### config.mk
export PLATFORM = sky130hd
export DESIGN_NAME = fft_frame_feeder
export DESIGN_NICKNAME = d
export VERILOG_FILES = /design/src/rtl/fft_frame_feeder.sv
export SDC_FILE = /design/constraint.sdc
export NUM_CORES = 1
export LEC_CHECK = 0
export BUFFER_PORTS_ARGS = -buffer_cell sky130_fd_sc_hd__buf_4
export CAP_MARGIN = 20
export CORE_MARGIN = 2
export CORE_UTILIZATION = 50
export DETAILED_ROUTE_END_ITERATION = 10
export GPL_TIMING_DRIVEN = 0
export PLACE_DENSITY = 0.74
export SYNTH_ARGS = -nofsm -noshare
export SYNTH_HDL_FRONTEND = slang
export SYNTH_SLANG_ARGS = --single-unit
### constraint.sdc
create_clock -name I_CLOCK -period 2.9 [get_ports I_CLOCK]
set_clock_uncertainty 0.2 [all_clocks]
set_input_delay 0 -clock I_CLOCK [delete_from_list [all_inputs] [get_ports I_CLOCK]]
set_output_delay 0 -clock I_CLOCK [all_outputs]
set_load 0.005 [all_outputs]
### src/rtl/fft_frame_feeder.sv
// Converts 24-bit audio samples to FFT complex input words and frames them with LAST.
// A registered output stage with a one-entry skid buffer keeps full throughput; flush zero-pads a partial frame.
module fft_frame_feeder #(
  parameter int FRAME_LEN = 256,
  parameter int CNT_W     = 16
) (
  input  logic             I_CLOCK,
  input  logic             I_RESETN,
  input  logic             S_I_DATA_VALID,
  output logic             S_O_DATA_READY,
  input  logic [23:0]      S_I_DATA,
  input  logic             I_FLUSH,
  output logic             M_O_DATA_VALID,
  input  logic             M_I_DATA_READY,
  output logic [31:0]      M_O_DATA,
  output logic             M_O_DATA_LAST,
  output logic [CNT_W-1:0] O_FRAME_COUNT,
  output logic             O_PADDING
);

  typedef enum logic {ST_STREAM, ST_PAD} state_e;

  localparam logic [CNT_W-1:0] IDX_LAST = CNT_W'(FRAME_LEN - 1);

  // Takes S_I_DATA[23:7]: upper 16 bits plus the rounding bit.
  function automatic logic [15:0] round_sat(input logic [16:0] x);
    logic [15:0] hi;
    hi = x[16:1];
    if (hi == 16'h7FFF && x[0]) return 16'h7FFF;
    return hi + {15'd0, x[0]};
  endfunction

  state_e           state_q, state_d;
  logic             out_vld_q, out_vld_d;
  logic [15:0]      out_data_q, out_data_d;
  logic             out_last_q, out_last_d;
  logic             skid_vld_q, skid_vld_d;
  logic [15:0]      skid_data_q, skid_data_d;
  logic [CNT_W-1:0] idx_q, idx_d;
  logic [CNT_W-1:0] frame_cnt_q, frame_cnt_d;
  logic             flush_pend_q, flush_pend_d;
  logic             s_rdy_q, s_rdy_d;

  logic             acc;
  logic             out_free;
  logic             load;
  logic [15:0]      load_data;
  logic [15:0]      conv;

  always_comb begin
    state_d      = state_q;
    out_vld_d    = out_vld_q;
    out_data_d   = out_data_q;
    out_last_d   = out_last_q;
    skid_vld_d   = skid_vld_q;
    skid_data_d  = skid_data_q;
    idx_d        = idx_q;
    frame_cnt_d  = frame_cnt_q;
    flush_pend_d = flush_pend_q;
    load         = 1'b0;
    load_data    = 16'd0;

    acc      = S_I_DATA_VALID & s_rdy_q;
    out_free = ~out_vld_q | M_I_DATA_READY;
    conv     = round_sat(S_I_DATA[23:7]);

    if (out_free) begin
      out_vld_d  = 1'b0;
      out_last_d = 1'b0;
    end

    // Source priority for the output register: skid, then live input, then pad zeros.
    if (skid_vld_q) begin
      if (out_free) begin
        load       = 1'b1;
        load_data  = skid_data_q;
        skid_vld_d = 1'b0;
      end
    end else if (acc) begin
      if (out_free) begin
        load      = 1'b1;
        load_data = conv;
      end else begin
        skid_vld_d  = 1'b1;
        skid_data_d = conv;
      end
    end else if (state_q == ST_PAD && idx_q != '0 && out_free) begin
      load      = 1'b1;
      load_data = 16'd0;
    end

    if (load) begin
      out_vld_d  = 1'b1;
      out_data_d = load_data;
      out_last_d = (idx_q == IDX_LAST);
      idx_d      = (idx_q == IDX_LAST) ? '0 : idx_q + 1'b1;
    end

    if (out_vld_q && out_last_q && M_I_DATA_READY) frame_cnt_d = frame_cnt_q + 1'b1;

    unique case (state_q)
      ST_STREAM: begin
        if (flush_pend_q) begin
          // Everything accepted is loaded; a frame that just completed needs no padding.
          if (!skid_vld_q && !acc) begin
            flush_pend_d = 1'b0;
            if (idx_q != '0) state_d = ST_PAD;
          end
        end else if (I_FLUSH && !(idx_d == '0 && !skid_vld_d)) begin
          flush_pend_d = 1'b1;
        end
      end
      ST_PAD: begin
        // idx back at 0 means the LAST zero is sitting in the output register.
        if (idx_q == '0 && out_free) state_d = ST_STREAM;
      end
      default: state_d = ST_STREAM;
    endcase

    s_rdy_d = ~skid_vld_d & (state_d == ST_STREAM) & ~flush_pend_d;
  end

  always_ff @(posedge I_CLOCK or negedge I_RESETN) begin
    if (!I_RESETN) begin
      state_q      <= ST_STREAM;
      out_vld_q    <= 1'b0;
      out_data_q   <= 16'd0;
      out_last_q   <= 1'b0;
      skid_vld_q   <= 1'b0;
      skid_data_q  <= 16'd0;
      idx_q        <= '0;
      frame_cnt_q  <= '0;
      flush_pend_q <= 1'b0;
      s_rdy_q      <= 1'b0;
    end else begin
      state_q      <= state_d;
      out_vld_q    <= out_vld_d;
      out_data_q   <= out_data_d;
      out_last_q   <= out_last_d;
      skid_vld_q   <= skid_vld_d;
      skid_data_q  <= skid_data_d;
      idx_q        <= idx_d;
      frame_cnt_q  <= frame_cnt_d;
      flush_pend_q <= flush_pend_d;
      s_rdy_q      <= s_rdy_d;
    end
  end

  assign S_O_DATA_READY = s_rdy_q;
  assign M_O_DATA_VALID = out_vld_q;
  assign M_O_DATA       = {16'h0000, out_data_q};
  assign M_O_DATA_LAST  = out_last_q;
  assign O_FRAME_COUNT  = frame_cnt_q;
  assign O_PADDING      = (state_q == ST_PAD);

endmodule

# Word-level counts from Yosys, hierarchy flattened

Index checks and enable logic that the tools add are counted.

Add/subtract/negate cells: 3
Equality and inequality tests: 2
Muxes and demuxes: 28
Bitwise logic cells: 11
Reduce and logical (&&, ||, !) cells: 18

Operator list:

| operator                | number |
|---|---|
| $mux W16                | 8 |
| $add A16 B1 Y16 const B | 2 |
| $logic_not A16 Y1       | 2 |
| $mux W1                 | 19 |
| $add A16 B1 Y16         | 1 |
| $eq A16 B15 Y1 const B  | 1 |
| $eq A16 B8 Y1 const B   | 1 |
| $reduce_bool A16 Y1     | 1 |
| $logic_and A1 B1 Y1     | 9 |
| $not A1 Y1              | 7 |
| $logic_not A1 Y1        | 4 |
| $and A1 B1 Y1           | 3 |
| $reduce_and A3 Y1       | 1 |
| $pmux W1 S2             | 1 |
| $reduce_bool A2 Y1      | 1 |
| $or A1 B1 Y1            | 1 |

Register bits after elaboration: 70
Bits of input ports: 29
Output and inout bits: 52
Logic and storage cells: 72

# Depth between registers and ports, before layout

Word-level depth: 16
Depth in mapped cells: 10

# Worst setup path after synthesis

No wires, ideal clock.

Kind: flip-flop to flip-flop
Start point: register idx_q[0]
End point: register s_rdy_q, in the netlist S_O_DATA_READY
Library setup time: 0.076 ns
Arrival time: 2.611 ns
Data required time: 2.624 ns
Path slack: 0.013 ns
Cell stages (with the launch flop): 10
Path buffers: 0
Period minus slack after synthesis: 2.887 ns
Path through: dfrtp_1 -> inv_1 -> ha_1 -> nor3b_1 -> nand4_4 -> o21a_4 -> a2111o_1 -> or4_1 -> or4_1 -> o21ai_1

Word-level cells in the longest chain between the ends: 16
Elaborated cells on any way between the ends: 28

Ends and longest elaborated chain:

| item                                                     | line | RTL |
|---|---|---|
| from (decl)                                              | 39   | `logic [CNT_W-1:0] idx_q, idx_d;` |
| from (signal assigned)                                   | 142  | `idx_q <= idx_d;` |
| branches (longest 15 deep; another with $add A16 B1 Y16) | -    |  |
| $and A1 B1 Y1 (*)                                        | 120  | `s_rdy_d = ~skid_vld_d & (state_d == ST_STREAM) & ~flush_pend_d;` |
| named net s_rdy_d                                        | 42   | `logic s_rdy_q, s_rdy_d;` |
| to (signal assigned)                                     | 145  | `s_rdy_q <= s_rdy_d;` |
| to (decl)                                                | 42   |  |

Mark *: on every way through the listed nets, which the timed path passes.
A chain may end at the register's enable or synchronous reset.

# Worst setup path in the final report

Ends and elaborated chain as after synthesis.

==> summary.txt <==
Layout
  – Most frequent cells in the layout: buf_4, dfrtp_1, nor2_1
  – # diodes: 0
  – Area grow syn2layout: 30.66%
  – Layout Utilization: between 60 and 70%
  – Non-filler cells in the finished layout: 620
  – Fraction of layout cells with a size suffix above 1: 23.22%
  – Final Cell Area: approximately 5000 µm²
  – Fin nets: 550
  – Most common cell after layout, fill and taps aside: buf_4

Route
  – Antenna Nets Post-Route: 0
  – 1st-iter DRT viols: 151
  – Vias: 3389
  – Vias/cell: 5.466
  – Final Routed Wirelength: 9244 µm
  – # DRC: 0
  – 1st-pass router iterations: 5
  – DR WL/cell: 14.91 µm

Synth
  – Synth Instances: ~410
  – Syn_area_per_cell: approximately 9.5 µm²
  – Post-synthesis cell area: 3832 µm²
  – Cell variety after synth: 49
  – Synthesis Warnings: 0
  – Post-synthesis sequential area ratio: 45.71%
  – Post-synth EDFFs: 0
  – Ys async rst share: 100.0%
  – Top FF cell, synth: dfrtp_1
  – Number of synthesized register bits: 70

Global route
  – Gr ovfl total: 0
  – First-pass GRT wire length: 15850 µm
  – Vias in the first global route: roughly 3300
  – GRT Total Usage: a little under a quarter
  – Initial antenna violation count: 0
  – Largest net degree at the start of global routing: 71

Worst setup path
  – Worst setup EP type: flip-flop
  – Startpoint types: flip-flop
  – Critical path required time: 2.97 ns
  – Class of the most critical setup path: flip-flop to flip-flop
  – WP data arrival: 3.00 ns
  – Max FO, Critical Path: 6

Timing
  – Final Hold Viols: 0
  – RSZ-0062 raised after global routing: yes
  – Max Freq: 341.4 MHz
  – Pins over their slew limit: 0
  – Final period demand of the worst path: 2.929 ns
  – Worst setup margin: -0.02876 ns
  – Max_slew headroom: between 20% and 30%
  – Worst slew pin tran: 1.089 ns
  – Setup violations, final: 1
  – Final period utilization: 101.0%

Place
  – Placer Congestion: 0.9088
  – Placed cells: 576
  – Final HPWL DP: 6529 µm
  – Area after DPL: 4441 µm²
  – Port bufs: 57

Clocking
  – Clk sink count: 70
  – CTS H-Tree Depth: 3
  – Clock buffer depth: 2
  – Clock transition at path regs: 0.08 ns
  – Clock insertion delay at the later pin of the skew report: 0.34 ns
  – Clock Tree Root: clkbuf_8
  – CTS Buf Count: 9
  – TritonCTS clock tree: yes

Job
  – Max-Cap Viols: 0

Min path
  – Hold WC Path Type: primary input to flip-flop

Outcome
  – Outcome: finished, violations left
  – Failing checks: negative setup slack

Pwr
  – Pwr/cell area: 536.0 nW/µm²
  – P_leak: 2.307 nW
  – Max rail drop VDD: 0.2679 mV
  – Tot Pwr: 2.684 mW

Die
  – Core ar.: approximately 7300 µm²
  – Chip Height: 91.55 µm
  – Full die area: 8381 µm²
  – # IOs: between 80 and 90
  – Initial core utilization: 52.28%
  – Num rows: 31
  – Die X: 91.55 µm
cell families (layout without fill, tap and decap cells):
logic type                 Yosys count  count (layout)  share of synthesized area, %
and+or+nand+nor                    175             175                         24.06
AOI/OAI and AO/OA                   70              70                         12.24
DFF                                 70              70                         45.71
buffers and inverters               40             141                         5.681
xor gates and xnor gates            35              35                         7.999
muxes                                9               9                         2.579
adders and majority gates            5               5                         1.632
other                                1              16                       0.09785
per-stage QoR:
step	setup TNS, ns	worst slack [ns]	hold WS [ns]
CTS	-0.01696	-0.01696	0.04027
global route	-0.2822	-0.1518	0.1291
global placement	-0.2196	-0.1837	-0.03052
detailed placement	-0.2003	-0.1839	-0.02668
finish	-0.02876	-0.02876	0.06956
floorplan	0	0.01257	-0.4956
state kept, by name, indices dropped and copies added (netlist names):
name and count:
O_FRAME_COUNT 16, S_O_DATA_READY 1, out_data_q 16, skid_data_q 16
idx_q 16, M_O_DATA_VALID 1, skid_vld_q 1, flush_pend_q 1
O_PADDING 1, M_O_DATA_LAST 1
per-layer routing:
layer,vias up,GRT usage (%),routed length (µm)
li1,1638,-,-
met1,1623,30.74,4022
met2,115,39.09,4593
met3,13,4.232,495
met4,0,7.576,134
met5,-,0,0
what timing repair did:
item                                    in CTS  in global routing
endpoints found under the setup margin       2                 12
endpoints found under the hold margin      100                  0
setup buffers                                4                  2
gates cloned                                 0                  0
pin swaps                                    4                  3
hold buffers                                22                  0
gates resized for setup                     13                  4
where the power goes:
group          switching, mW  leakage (nW)  internal [mW]  total, mW
Combinational          0.260          1.28          0.262      0.522
Sequential             0.100         0.910           1.09       1.19
Clock                  0.371         0.120          0.597      0.968
Yosys cell counts, drive strengths merged, types with 2 or more instances:
library cell | count | area (µm²)
nor3 | 7 | 35.03
nand2 | 42 | 157.7
nor2 | 54 | 202.7
xnor2 | 22 | 192.7
a21oi | 12 | 60.06
mux2 | 7 | 78.83
nand2b | 6 | 37.54
nor4 | 8 | 86.33
buf | 17 | 131.4
nor2b | 3 | 18.77
inv | 8 | 30.03
o21ai | 16 | 80.07
and2 | 6 | 37.54
xor2 | 13 | 113.9
nand4 | 16 | 115.1
nand3 | 11 | 55.05
and3 | 5 | 31.28
a221oi | 13 | 113.9
mux2i | 2 | 20.02
o31ai | 2 | 15.01
a31oi | 15 | 93.84
dfrtp | 70 | 1752
nor3b | 2 | 15.01
clkbuf | 15 | 56.30
or4 | 3 | 22.52
ha | 5 | 62.56
and4 | 8 | 70.07
layout make-up:
cell class | instances | area, µm²
sequential | 70 | 1754
clock inverter | 5 | 106.4
inverter | 8 | 30.03
timing repair buffer | 85 | 693.2
fill | 599 | 2323
tap | 99 | 123.9
clock buffer | 11 | 141.4
multi-input combinational | 310 | 1968
buffer | 32 | 190.2
worst paths after layout:
| kind | slack [ns] | startpoint | depth (start not counted) | endpoint |
|---|---|---|---|---|
| max in group asynchronous | 1.80 | I_RESETN | 2 | idx_q[0]$_DFF_PN0_ |
| worst max register to register | -0.03 | idx_q[0]$_DFF_PN0_ | 9 | S_O_DATA_READY$_DFF_PN0_ |
| worst max-delay path | -0.03 | idx_q[0]$_DFF_PN0_ | 9 | S_O_DATA_READY$_DFF_PN0_ |
| worst min register to register | 0.28 | O_FRAME_COUNT[15]$_DFFE_PN0P_ | 1 | O_FRAME_COUNT[15]$_DFFE_PN0P_ |
| min in group asynchronous | 0.11 | I_RESETN | 2 | idx_q[13]$_DFF_PN0_ |
| worst min-delay path | 0.07 | S_I_DATA[11] | 4 | skid_data_q[3]$_DFFE_PN0P_ |
worst max-delay path: stages, from the launching register on:
cell and delay, ns:
dfrtp_2 0.46, inv_2 0.07, ha_2 0.17, nor3b_4 0.22
nand4_4 0.13, o21a_4 0.23, a2111o_1 0.39, or4_1 0.46
or4_1 0.40, o21ai_1 0.14
(Power assumes the default switching activity.)
